`src/rtl/gray_codec_pipe.sv`:
```
// Two-stage valid/ready Gray codec: S1 captures the input, S2 holds the converted result.
// Decoded codes are checked for single-bit adjacency against the previous decoded code.
module gray_codec_pipe #(
    parameter int WIDTH     = 4,
    parameter int ERR_CNT_W = 8
) (
    input  logic                 clk,
    input  logic                 rst,
    input  logic                 in_valid,
    output logic                 in_ready,
    input  logic                 in_mode,
    input  logic [WIDTH-1:0]     in_data,
    input  logic                 clr_hist,
    output logic                 out_valid,
    input  logic                 out_ready,
    output logic [WIDTH-1:0]     out_data,
    output logic                 out_mode,
    output logic                 out_adj_err,
    output logic [ERR_CNT_W-1:0] err_count
);

    logic             s1_valid;
    logic             s1_mode;
    logic [WIDTH-1:0] s1_data;
    logic             s2_valid;
    logic [WIDTH-1:0] hist;
    logic             hist_valid;

    logic             in_xfer;
    logic             s2_load;
    logic             adj_err;
    logic [WIDTH-1:0] dec_data;
    logic [WIDTH-1:0] enc_data;
    logic [WIDTH-1:0] hist_diff;
    logic [5:0]       diff_ones;

    assign in_ready  = !s1_valid || !s2_valid || out_ready;
    assign in_xfer   = in_valid && in_ready;
    assign s2_load   = s1_valid && (!s2_valid || out_ready);
    assign out_valid = s2_valid;

    // Binary bit i is the XOR of Gray bits i..MSB; written this way to avoid a bit-to-bit comb chain.
    always_comb begin
        dec_data = '0;
        for (int i = 0; i < WIDTH; i++) begin
            dec_data[i] = ^(s1_data >> i);
        end
    end

    assign enc_data  = s1_data ^ (s1_data >> 1);
    assign hist_diff = s1_data ^ hist;

    always_comb begin
        diff_ones = '0;
        for (int i = 0; i < WIDTH; i++) begin
            diff_ones = diff_ones + 6'(hist_diff[i]);
        end
    end

    // A clr_hist pulse on the move edge makes this item the first of a fresh history.
    assign adj_err = !s1_mode && hist_valid && !clr_hist && (diff_ones != 6'd1);

    always_ff @(posedge clk or posedge rst) begin
        if (rst) begin
            s1_valid <= 1'b0;
            s1_mode  <= 1'b0;
            s1_data  <= '0;
        end else if (in_xfer) begin
            s1_valid <= 1'b1;
            s1_mode  <= in_mode;
            s1_data  <= in_data;
        end else if (s2_load) begin
            s1_valid <= 1'b0;
        end
    end

    always_ff @(posedge clk or posedge rst) begin
        if (rst) begin
            s2_valid    <= 1'b0;
            out_data    <= '0;
            out_mode    <= 1'b0;
            out_adj_err <= 1'b0;
        end else if (s2_load) begin
            s2_valid    <= 1'b1;
            out_data    <= s1_mode ? enc_data : dec_data;
            out_mode    <= s1_mode;
            out_adj_err <= adj_err;
        end else if (out_ready) begin
            s2_valid <= 1'b0;
        end
    end

    always_ff @(posedge clk or posedge rst) begin
        if (rst) begin
            hist       <= '0;
            hist_valid <= 1'b0;
        end else if (s2_load && !s1_mode) begin
            hist       <= s1_data;
            hist_valid <= 1'b1;
        end else if (clr_hist) begin
            hist_valid <= 1'b0;
        end
    end

    always_ff @(posedge clk or posedge rst) begin
        if (rst) begin
            err_count <= '0;
        end else if (s2_load && adj_err && (err_count != {ERR_CNT_W{1'b1}})) begin
            err_count <= err_count + ERR_CNT_W'(1);
        end
    end

endmodule

```
`config.mk`:
```
export PLATFORM = sky130hd
export DESIGN_NAME = gray_codec_pipe
export DESIGN_NICKNAME = d
export VERILOG_FILES = /design/src/rtl/gray_codec_pipe.sv
export SDC_FILE = /design/constraint.sdc
export NUM_CORES = 1
export LEC_CHECK = 0
export ABC_AREA = 1
export CAP_MARGIN = 30
export CORE_MARGIN = 4
export CORE_UTILIZATION = 35
export DETAILED_ROUTE_END_ITERATION = 10
export SYNTH_ARGS = -nofsm -noshare
export SYNTH_HDL_FRONTEND = slang
export SYNTH_SLANG_ARGS = --single-unit
```
`constraint.sdc`:
```
create_clock -name clk -period 3 [get_ports clk]
set_input_delay 0.3 -clock clk [delete_from_list [all_inputs] [get_ports clk]]
set_output_delay 0.3 -clock clk [all_outputs]
set_load 0.03 [all_outputs]
```
# After elaboration in Yosys (flattened, before gate mapping)
# Index checks and enable logic that the tools add are counted.
# W data, S select, Z words.
dict set report classes {
  add_sub_neg 4
  eq_ne 2
  mux 7
  bitwise 2
  reduce_logical 22
}
# operator count
set ops {}
lappend ops {{$reduce_xor A4 Y1} 4}
lappend ops {{$add A8 B1 Y8 const B} 1}
lappend ops {{$logic_and A1 B1 Y1} 8}
lappend ops {{$ne A8 B8 Y1 const B} 1}
lappend ops {{$mux W1} 6}
lappend ops {{$reduce_bool A2 Y1} 3}
lappend ops {{$add A3 B1 Y4} 1}
lappend ops {{$logic_not A1 Y1} 4}
lappend ops {{$mux W4} 1}
lappend ops {{$ne A4 B1 Y1 const B} 1}
lappend ops {{$xor A4 B3 Y4} 1}
lappend ops {{$xor A4 B4 Y4} 1}
lappend ops {{$add A2 B1 Y3} 1}
lappend ops {{$logic_or A1 B1 Y1} 3}
lappend ops {{$add A1 B1 Y2} 1}
dict set report word_totals {
  register_bits 26
  input_bits 10
  output_inout_bits 16
  elab_cells 47
}

# Longest topological paths before layout
# Gate-level depths: netlist (run 1).
dict set report logic_depth {
  ltp_word 8
  mapped_depth 13
  depth_no_buf 12
}

# Worst setup path before layout (run 1)
# No wires, ideal clock.
dict set report synth_timing {
  path_type {register -> register}
  from {register s1_data[0]}
  to {register err_count[6]}
  setup_time_ns 0.117
  arrival_time_ns 2.182
  t_required_ns 2.883
  slack_ns 0.701
  stages_incl_launch_ff 13
  n_path_buf 1
  synth_period_minus_slack_ns 2.299
  path_cell_list {dfrtp_1 -> clkbuf_2 -> xnor2_1 -> fa_1 -> inv_1 -> ha_1 -> ha_1 -> nand3b_1 -> nand2_1 -> nor2_4 -> nand2_4 -> nand2_1 -> nand2_1}
}
dict set report synth_via {
  elab_chain_cells 8
}
# element line
set synth_lines {}
lappend synth_lines {{start, declared} 24} ;# logic [WIDTH-1:0] s1_data;
lappend synth_lines {{start signal, assigned} 71} ;# s1_data <= in_data;
lappend synth_lines {{$xor A4 B4 Y4} 51} ;# assign hist_diff = s1_data ^ hist;
lappend synth_lines {{$add A1 B1 Y2} 56} ;# diff_ones = diff_ones + 6'(hist_diff[i]);
lappend synth_lines {{$add A2 B1 Y3} 56}
lappend synth_lines {{$add A3 B1 Y4} 56}
lappend synth_lines {{$ne A4 B1 Y1} 61} ;# assign adj_err = !s1_mode && hist_valid && !clr_hist && (diff_ones != 6'd1);
lappend synth_lines {{$logic_and A1 B1 Y1} 61}
lappend synth_lines {{$logic_and A1 B1 Y1 (2 in a row)} 108} ;# end else if (s2_load && adj_err && (err_count != {ERR_CNT_W{1'b1}})) begin
lappend synth_lines {{end signal, assigned} 109} ;# err_count <= err_count + ERR_CNT_W'(1);
lappend synth_lines {{end, declared} 19} ;# output logic [ERR_CNT_W-1:0] err_count
# Every way passes these cells.
# A chain may end at the register's enable or synchronous reset.

# Final worst setup path (run 1)
dict set report layout_timing {
  from {register s1_data[0]}
  to {register err_count[5]}
}
# Same word-level chain as after synthesis.

==> impl_results.md, run 1 <==
* CP Launch Point: s1_data[0]$_DFFE_PP0P_
* Via count at around 1100
* Pin count of the biggest net entering global routing at 15
* Synth Warn # at 0
* Initial drt markers at between 70 and 80
* Final net count at 210
* Commonest non-fill, non-tap cells in the layout: nand2_1 (62), dfrtp_1 (26), clkdlybuf4s50_1 (25)
* Most common cell after layout, fill and taps aside: nand2_1
* Pwr Density at ~660 mW/mm^2
* Syn Nets at between 150 and 200
* Setup TNS at 0 ns
* Bufs on Longest Clock Path at 2
* Critical path depth in cells at 11
* Dpl cell area at 0.001714 mm^2
* Number of routed nets with antenna violations at 0
* RSZ-0062 raised after global routing: no
* Net Sw Power at 0.4429 mW
* Comb power frac at about two fifths
* Vias in the first global route at between 1000 and 1500
* Port Buffers at 25
* Post-Syn Area at between 0.001 and 0.0015 mm^2
* Crit path time final at about 2.4 ns
* Slowest cell on the critical path: fa_1
* # setup viols final at 0
* Detailed Route WL at 2815 um
* Post-Syn Area per Cell at ~8.4 um^2
* Clk slew on worst S/H paths at 0.09 ns
* Crit path max-delay family: adder cells
* Register area share after synthesis at between 40% and 50%
* Die W at between 70 and 80 um
* Share of cells above drive strength 1 at just under 9%
* Setup CP Type: register to register
* Crit-path cells: xnor2_1 > fa_1 > inv_1 > ha_1 > ha_1 > nand3b_1 > nand2_1 > nor2_4 > nand2_4 > nand2_1 > nand2_1
* Area grow syn2layout at 25.04%
* Clock power share at around 17%
* Hpwl dp at 2201 um
* Slew Limit Fails at 0
* Row count at 22
* Total power at ~1.2 mW
* Relative slew slack at 64.85%
* Remaining global-route overflow at 0
* Die height at 71.33 um
* Synth unique cells at 24
* Clk sinks at 26
* Switching Fraction at 38.08%
* Post-CTS Hold Fix Bufs at 0
* Peak VDD IR at approximately 0.23 mV
* R2R Path Start: s1_data[0]$_DFFE_PP0P_
* Drc violations at 0
* Num CTS Buffers at 3
* Critical path buffers and inverters at 1
* Maxcap violations at 0
* CP peak stage delay at between 0.5 and 0.6 ns
* Tot GR Track Use at between 10% and 20%
* Internal power at roughly 0.72 mW
* Die area at about 0.0051 mm^2
* # Post-CTS Setup Buffers at 0
* Buffer type at the clock tree root: clkbuf_8
* # H-tree levels at 1
* CP max FO at 8
* Tightest Pin Transition at between 0.5 and 0.6 ns
* Worst setup endpoint: err_count[5]$_DFFE_PP0P_
* Final Instance Area at 0.001755 mm^2
* WL/cell at about 12 um
* Reg2reg setup slack at between 0.5 and 0.6 ns
* Ports at 26
* Area share of the largest cell type after synthesis at between 40% and 50%
* Post-cts resize count at 0
* Crit end category: register
* Diodes inserted at 0
* Leakage at ~0.86 nW
* Crit path DAT at about 2.6 ns
* Cell count after synthesis at between 150 and 200
* Sequential group share of total power at a little over two fifths
* Initial Util at a little under two fifths
* Later-pin clock latency in the skew report at between 0.2 and 0.3 ns
* Worst Path Required at around 3.2 ns
* Worst Setup Start Kind: register
* Crit Reg-Reg Endpoint: err_count[5]$_DFFE_PP0P_
* TritonCTS clock tree: done
* Top cell by count, worst path: nand2_1
* Hold Crit Class: input pin to asynchronous set/reset pin
* Initial antenna violation count at 0
* First-pass GRT wire length at a little under 5000 um
* Largest area contributor in the netlist: dfrtp_1
* DR vias/cell at 4.595
* Final worst path period share at around four fifths
* Top cells by area, synth: dfrtp_1 (46%), nand2_1 (17%), xnor2_1 (4.4%)
* Status: complete, no violations
* Synth Register Bits at 26
* Worst reg-to-reg path cell count at 11
* Placer Congestion at roughly 0.83
* Worst clock skew at approximately 0.0035 ns
* DRT Pass-1 Iters at 4
* Peak Freq at 0.4120 GHz
* Final hold vios at 0
* Fin worst setup slack at about 0.57 ns
* Core Region at between 0.003 and 0.004 mm^2
* DP Worst Slack at 0.5795 ns
how the worst min path moves through the flow:
stage,startpoint,end,cells after the start
after floorplan,rst,err_count[0]$_DFFE_PP0P_,1
after global placement,out_data[2]$_DFFE_PP0P_,out_data[2]$_DFFE_PP0P_,2
after detailed placement,out_data[2]$_DFFE_PP0P_,out_data[2]$_DFFE_PP0P_,2
after CTS,rst,hist[1]$_DFFE_PP0P_,2
after global routing,rst,s1_valid$_DFFE_PP0P_,2
final,rst,hist[0]$_DFFE_PP0P_,2
synthesized netlist by cell type:
master    instances
xor2_1            4
nand2_1          62
nand2_2           1
nand2_4           2
nand3_4           1
nor2_2            1
o21ai_0           6
nor2_1           10
nand3_1          12
nand2b_1          1
a21oi_1           3
inv_2             3
fa_1              1
ha_1              3
inv_1            12
xnor2_1           7
buf_2             2
nor3_1            1
nand3b_1          4
nand3_2           2
a21oi_4           1
clkbuf_2          1
nor2_4            2
dfrtp_1          26
cell families (layout without fill, tap and decap cells):
family          Yosys count  after routing  share of synthesized area [%]
simple gates             99             99                          33.25
flops                    26             26                          46.35
buf+inv                  18             44                          5.080
xor+xnor                 11             11                          6.863
compound gates           10             10                          4.367
fa+ha+maj                 4              4                          4.100
power groups by stage:
| stage | Sequential [mW] | Combinational (mW) | Clock, mW |
|---|---|---|---|
| floorplan | 0.559 | 0.263 | 0 |
| global placement | 0.498 | 0.465 | 0 |
| detailed placement | 0.502 | 0.482 | 0 |
| CTS | 0.496 | 0.484 | 0.205 |
| global route | 0.508 | 0.533 | 0.219 |
| finish | 0.495 | 0.474 | 0.194 |
per-stage QoR:
stage | hold WS [ns] | utilization [%] | std cells
finish | 0.3595 | 46.55 | 242
CTS | 0.3713 | 46.55 | 242
floorplan | 0.3400 | - | 168
global placement | 0.4566 | 45.06 | 238
detailed placement | 0.4633 | 45.45 | 239
global route | 0.3996 | 46.55 | 242
metal layers:
| layer | vias to the layer above | track usage, % | wire (um) |
|---|---|---|---|
| met5 | - | 0 | 0 |
| met4 | 0 | 5.010 | 52 |
| met3 | 5 | 1.683 | 95 |
| met2 | 22 | 19.80 | 1293 |
| met1 | 508 | 15.57 | 1373 |
| li1 | 577 | - | - |
worst reg2reg max path, delay by kind of cell (launching register included):
kind / cells / cell delay, ns
fa+ha+maj: 3 / 0.99
flops: 1 / 0.46
xor+xnor: 1 / 0.18
buf+inv: 1 / 0.04
simple gates: 6 / 0.65
layout make-up:
| class | instances | area (um^2) |
|---|---|---|
| Timing Repair Buffer | 26 | 265.3 |
| Inverter | 15 | 56.30 |
| Tap cell | 48 | 60.06 |
| Sequential cell | 26 | 650.6 |
| Multi-Input combinational cell | 124 | 681.9 |
| Clock buffer | 3 | 41.29 |
| Fill cell | 376 | 2016 |
flip-flops by register name (all words and copies together), names as in the netlist:
register	cells
out_mode	1
err_count	8
out_data	4
hist_valid	1
hist	4
out_valid	1
s1_data	4
s1_mode	1
s1_valid	1
out_adj_err	1
Note: power is estimated with default switching activity, not from simulation.
==> run 2: changes to the inputs <==
- clock period: 3 -> 2 ns (I/O delays scaled with it)
==> run 2 against run 1 <==
  * Final cell count up 2.9%
  * Total power rose by 67%
  * The run now ends with setup timing left
  * Worst hold slack worse by 0.089 ns
  * Sequential share of layout area fell by 2.3 points
  * Sequential power increased by 50%
  * Critical path type unchanged
  * Critical endpoint is now err_count[2]$_DFFE_PP0P_
  * First-iteration DRC count shrank 56%
  * Global-route usage grew 0.35 points
  * Critical path depth unchanged
  * Clock power up 55%
  * Largest power group is now combinational logic
  * Register-to-register slack lost 0.84 ns
  * Flip-flop and latch count stayed put
  * Clock-buffer cell count did not move
==> impl_results.md, run 2 (same netlist as run 1, synthesis figures left out) <==
* Status: finished, violations left
* Failing checks: setup timing
* Hold Crit Class: input pin to asynchronous set/reset pin
* Buffer type at the clock tree root: clkbuf_8
* Clk sinks at 26 (unchanged)
* Die area at 0.005088 mm^2 (unchanged)
* Via count at 1159 (+4.2%)
* Initial antenna violation count at 0 (unchanged)
* Fill count at 360 (-4.3%)
* Pwr Density at 1035 mW/mm^2 (+56%)
* WL/cell at 11.75 um (+0.99%)
* Worst Path Required at 2.17 ns (-0.99 ns)
* Internal power at 1.193 mW (+66%)
* First-pass GRT wire length at 4926 um (+1.3%)
* RSZ-0062 raised after global routing: yes
* Most common cell after layout, fill and taps aside: nand2_1
* Tot GR Track Use at 12.30% (+0.35 points)
* Clk slew on worst S/H paths at 0.09 ns (about the same)
* Later-pin clock latency in the skew report at 0.27 ns (about the same)
* Number of routed nets with antenna violations at 0 (unchanged)
* Worst clock skew at 0.003337 ns (-0.0002089 ns)
* CP max FO at 8 (unchanged)
* Final net count at 217 (+3.3%)
* Remaining global-route overflow at 0 (unchanged)
* Diodes inserted at 0 (unchanged)
* DRT Pass-1 Iters at 4 (unchanged)
* Post-CTS Hold Fix Bufs at 0 (unchanged)
* Net Sw Power at 0.7450 mW (+68%)
* Final hold vios at 0 (unchanged)
* Vias in the first global route at 1101 (+1.3%)
* Maxcap violations at 0 (unchanged)
* Port Buffers at 25 (unchanged)
* Ports at 26 (unchanged)
* Sequential group share of total power at 38.4% (-4.2 points)
* Total power at 1.938 mW (+67%)
* Initial drt markers at 34 (-56%)
* Commonest non-fill, non-tap cells in the layout: nand2_1 (58), dfrtp_1 (26), clkdlybuf4s50_1 (25)
* Final core occ at 49.67% (+3.1 points)
* Tightest Pin Transition at 0.3362 ns (-0.1904 ns)
* Placer Congestion at 0.9035 (+8.8%)
* Max reg flops at 8 (unchanged)
* # setup viols final at 9 (+9)
* Area grow syn2layout at 33.42%
* Num CTS Buffers at 3 (unchanged)
* Bufs on Longest Clock Path at 2 (unchanged)
* Row count at 22 (unchanged)
* DP Worst Slack at -0.2919 ns (-0.8714 ns)
* DR vias/cell at 4.655 (+1.3%)
* Crit path time final at 2.269 ns (-0.1585 ns)
* Crit path DAT at 2.43 ns (-0.16 ns)
* Hpwl dp at 2227 um (+1.2%)
* # H-tree levels at 1 (unchanged)
* Peak VDD IR at 0.4977 mV (+110%)
* Peak Freq at 0.4408 GHz (+7.0%)
* Die height at 71.33 um (unchanged)
* Final worst path period share at 113.4% (+33 points)
* Setup CP Type: register to register
* Die W at 71.33 um (unchanged)
* Relative slew slack at 77.41% (+13 points)
* TritonCTS clock tree: done
* Fin worst setup slack at -0.2687 ns (-0.8415 ns)
* Worst Setup Start Kind: register
* Biggest register: err_count
* Comb power frac at 46.1% (+5.3 points)
* Drc violations at 0 (unchanged)
* Setup TNS at -2.148 ns (-2.148 ns)
* Initial Util at 37.23% (unchanged)
* Leakage at 0.9019 nW (+5.5%)
* Switching Fraction at 38.45% (+0.37 points)
* Detailed Route WL at 2925 um (+3.9%)
* Crit end category: register
* Area of the multi-input gates at 742.0 um^2 (+8.8%)
* Share of cells above drive strength 1 at 16.42% (+7.7 points)
* Clock power share at 15.5% (-1.2 points)
* Slew Limit Fails at 0 (unchanged)
* FF+latch area at 650.6 um^2 (unchanged)
* Core Region at 0.003771 mm^2 (unchanged)
* Pin count of the biggest net entering global routing at 27 (+12)
==> run 2: cell types whose count changed in the layout (fill, tap and decap cells not counted), sizes merged <==
cell	before	now
buf	1	8
==> run 2: power by group through the flow <==
stage	Combinational (mW)	Sequential (mW)	Clock [mW]
after floorplan	0.421	0.845	0
after global placement	0.801	0.742	0
after detailed placement	0.820	0.750	0
after CTS	0.838	0.739	0.311
after global routing	0.995	0.758	0.328
final	0.894	0.744	0.300
==> run 2: stage by stage <==
step	instances	area, um^2	hold slack [ns]
after floorplan	168	1436	0.2400
after global placement	244	1762	0.4570
after detailed placement	244	1762	0.4683
after CTS	248	1826	0.2829
after global routing	249	1873	0.3419
final	249	1873	0.2701
==> run 2: timing repair <==
action / in CTS / in global routing
resized for setup: 1 / 7
pin swaps: 2 / 2
setup buffers: 1 / 1
endpoints found under the setup margin: 9 / 9
==> run 2: path summary, 6_finish.rpt <==
path	cells past startpoint	to	slack [ns]	from
setup / recovery	11	err_count[2]$_DFFE_PP0P_	-0.27	hist[3]$_DFFE_PP0P_
hold / removal	3	err_count[3]$_DFFE_PP0P_	0.27	rst
setup reg to reg	11	err_count[2]$_DFFE_PP0P_	-0.27	hist[3]$_DFFE_PP0P_
hold reg to reg	2	out_data[2]$_DFFE_PP0P_	0.49	out_data[2]$_DFFE_PP0P_
max in group asynchronous	3	err_count[7]$_DFFE_PP0P_	1.48	rst
min in group clk	3	s1_data[1]$_DFFE_PP0P_	0.48	in_data[1]
==> run 2: area by class of cell <==
class	instances	share of cell area, %
inverters	15	3.006
repair buffers	33	17.23
multi-input cells	124	39.61
well taps	48	3.206
clock buffers	3	2.204
flip-flops and latches	26	34.74
==> run 2: critical path, cell delays in order, from the launching register on <==
cell and delay (ns):
dfrtp_1 0.42, xnor2_2 0.16, fa_1 0.53, inv_1 0.04
ha_2 0.18, ha_4 0.25, nand3b_1 0.13, nand2_2 0.08
nor2_4 0.14, nand2_4 0.10, nand2_2 0.07, nand2_2 0.06
==> run 2: per-layer routing <==
layer	GRT usage, %	vias to the layer above	part of all wire [%]
li1	-	594	-
met1	16.00	532	46
met2	19.39	27	47
met3	2.805	6	4.8
met4	5.637	0	1.8
met5	0	-	0
==> run 3: changes to the inputs <==
- CORE_UTILIZATION: 35 -> 46
- PLACE_DENSITY: unset -> 0.74
==> run 3 against run 2 <==
  * The flow still finishes with violations (setup timing)
  * Clock-buffer cell count unchanged
  * Fmax is 0.22% higher
  * Critical path depth is the same
  * Worst hold slack lost 0.064 ns
  * Sequential power is essentially flat
  * Clock skew rose by 0.0023 ns
  * Core utilization grew 15 points
  * Die area down 21%
  * Total power down 6.6%
  * Flip-flop and latch count is the same
  * Combinational power shrank 5.0%
  * Setup slack gained 0.0051 ns
==> impl_results.md, run 3 (same netlist as run 1, synthesis figures left out) <==
* Status: finished, violations left
* Failing checks: setup timing
* Crit path DAT at 2.48 ns (+0.05 ns)
* Vias in the first global route at 1086 (-1.4%)
* Via count at 1144 (-1.3%)
* Diodes inserted at 0 (unchanged)
* Dpl cell area at 0.001740 mm^2 (-1.2%)
* Final Instance Area at 0.001827 mm^2 (-2.5%)
* Initial Util at 49.62% (+12 points)
* Critical path buffers and inverters at 1 (unchanged)
* Buffer type at the clock tree root: clkbuf_4
* Clk sinks at 26 (unchanged)
* Leakage at 0.8994 nW (-0.27%)
* CP max FO at 8 (unchanged)
* Commonest non-fill, non-tap cells in the layout: nand2_1 (57), dfrtp_1 (26), clkdlybuf4s50_1 (25)
* Pwr Density at 991.3 mW/mm^2 (-4.2%)
* Relative slew slack at 77.82% (+0.41 points)
* Bufs on Longest Clock Path at 2 (unchanged)
* Row count at 19 (-14%)
* CP peak stage delay at 0.53 ns (about the same)
* Setup TNS at -2.130 ns (+0.01893 ns)
* Clk slew on worst S/H paths at 0.13 ns (+0.04 ns)
* Biggest register: err_count
* Crit end category: register
* Post-layout instance count excluding filler cells at 233 (-6.4%)
* Initial antenna violation count at 0 (unchanged)
* Peak Freq at 0.4418 GHz (+0.22%)
* Worst clock skew at 0.005682 ns (+0.002345 ns)
* Final net count at 218 (+0.46%)
* Max reg flops at 8 (unchanged)
* Later-pin clock latency in the skew report at 0.32 ns (+0.05 ns)
* Slew Limit Fails at 0 (unchanged)
* Die height at 63.25 um (-11%)
* RSZ-0062 raised after global routing: yes
* Core Region at 0.002829 mm^2 (-25%)
* Initial drt markers at 69 (+100%)
* Drc violations at 0 (unchanged)
* Fin worst setup slack at -0.2636 ns (+0.005075 ns)
* Worst Setup Start Kind: register
* Worst Path Required at 2.22 ns (+0.05 ns)
* Num CTS Buffers at 3 (unchanged)
* Slowest cell on the critical path: fa_1
* Pin count of the biggest net entering global routing at 27 (unchanged)
* Die W at 63.25 um (-11%)
* Most common cell after layout, fill and taps aside: nand2_1
* Setup CP Type: register to register
* First-pass GRT wire length at 4774 um (-3.1%)
* Hpwl dp at 2083 um (-6.5%)
* Crit path max-delay family: adder cells
* Dpl cells at 227 (-7.0%)
* Share of cells above drive strength 1 at 17.82% (+1.4 points)
* Die area at 0.004000 mm^2 (-21%)
* # H-tree levels at 1 (unchanged)
* Tot GR Track Use at 15.06% (+2.8 points)
* Placer Congestion at 0.7772 (-14%)
* Detailed Route WL at 2772 um (-5.2%)
* Ports at 26 (unchanged)
* Top cell by count, worst path: nand2_2
* Fill count at 228 (-37%)
* Area grow syn2layout at 30.12%
* Remaining global-route overflow at 0 (unchanged)
* Final hold vios at 0 (unchanged)
* Peak VDD IR at 0.4205 mV (-16%)
* Port Buffers at 25 (unchanged)
* Maxcap violations at 0 (unchanged)
* Tightest Pin Transition at 0.3317 ns (-0.004572 ns)
* Post-CTS Hold Fix Bufs at 0 (unchanged)
* TritonCTS clock tree: done
* DR vias/cell at 4.910 (+5.5%)
* Final worst path period share at 113.2% (-0.25 points)
* WL/cell at 11.90 um (+1.3%)
* Crit-path cells: xnor2_2 > fa_1 > inv_1 > ha_2 > ha_1 > nand3b_1 > nand2_2 > nor2_4 > nand2_4 > nand2_2 > nand2_1
* Number of routed nets with antenna violations at 0 (unchanged)
* Worst hold slack at 0.2058 ns (-0.06432 ns)
* Crit path time final at 2.264 ns (-0.005075 ns)
* DRT Pass-1 Iters at 4 (unchanged)
* # setup viols final at 9 (unchanged)
* Hold Crit Class: input pin to asynchronous set/reset pin
[run 3: cell count changes in the layout (fill, tap and decap cells not counted), sizes merged]
cell,before,now
buf,8,9
[run 3: where the power goes]
group          leakage [nW]  total [mW]  internal [mW]  switching (mW)
clock network        0.0138       0.216         0.0707           0.145
registers             0.326       0.746          0.636           0.110
logic                 0.560       0.849          0.401           0.448
total                 0.899        1.81           1.11           0.703
[run 3: worst register-to-register path: cells and delay by family (launching register included)]
family	cells	cell delay, ns
adders and majority gates	3	0.94
and+or+nand+nor	6	0.58
DFF	1	0.43
xor gates and xnor gates	1	0.15
buffers and inverters	1	0.04
[run 3: path summary, 6_finish.rpt]
path	endpoint	start	slack [ns]	depth (start not counted)
hold / removal	s1_data[1]$_DFFE_PP0P_	rst	0.21	3
min in group clk	s1_data[0]$_DFFE_PP0P_	in_data[0]	0.41	3
setup / recovery	err_count[3]$_DFFE_PP0P_	hist[0]$_DFFE_PP0P_	-0.26	11
setup reg to reg	err_count[3]$_DFFE_PP0P_	hist[0]$_DFFE_PP0P_	-0.26	11
hold reg to reg	out_data[2]$_DFFE_PP0P_	out_data[2]$_DFFE_PP0P_	0.48	2
max in group asynchronous	err_count[7]$_DFFE_PP0P_	rst	1.54	3
[run 3: cell type report]
class	instances	area, um^2	share of cell area (%)
Sequential cell	26	650.6	35.62
Multi-Input combinational cell	124	737.0	40.34
Tap cell	31	38.79	2.123
Timing Repair Buffer	34	321.6	17.60
Inverter	15	56.30	3.082
Clock buffer	3	22.52	1.233
[run 3: per-stage QoR]
| stage | total power [mW] | utilization, % | worst slack, ns |
|---|---|---|---|
| 2_1_floorplan | 1.266 | - | -0.2572 |
| 3_3_place_gp | 1.541 | 61.52 | -0.2380 |
| 3_5_place_dp | 1.565 | 61.52 | -0.3092 |
| 4_1_cts | 1.815 | 63.95 | -0.2666 |
| 5_1_grt | 1.951 | 64.57 | -0.3800 |
| 6_report | 1.811 | 64.57 | -0.2636 |
[run 3: per-layer routing]
metal	routed length [um]	GRT usage, %
met1	1364	20.23
met2	1260	23.72
met3	101	2.842
met4	46	6.469
met5	0	0
[run 3: what timing repair did]
action                     in CTS  in global routing
gates resized for setup         6                  4
setup endpoints to repair       9                  9
hold endpoints to repair        0                  0
buffers inserted                3                  0
pin swaps                       8                  1
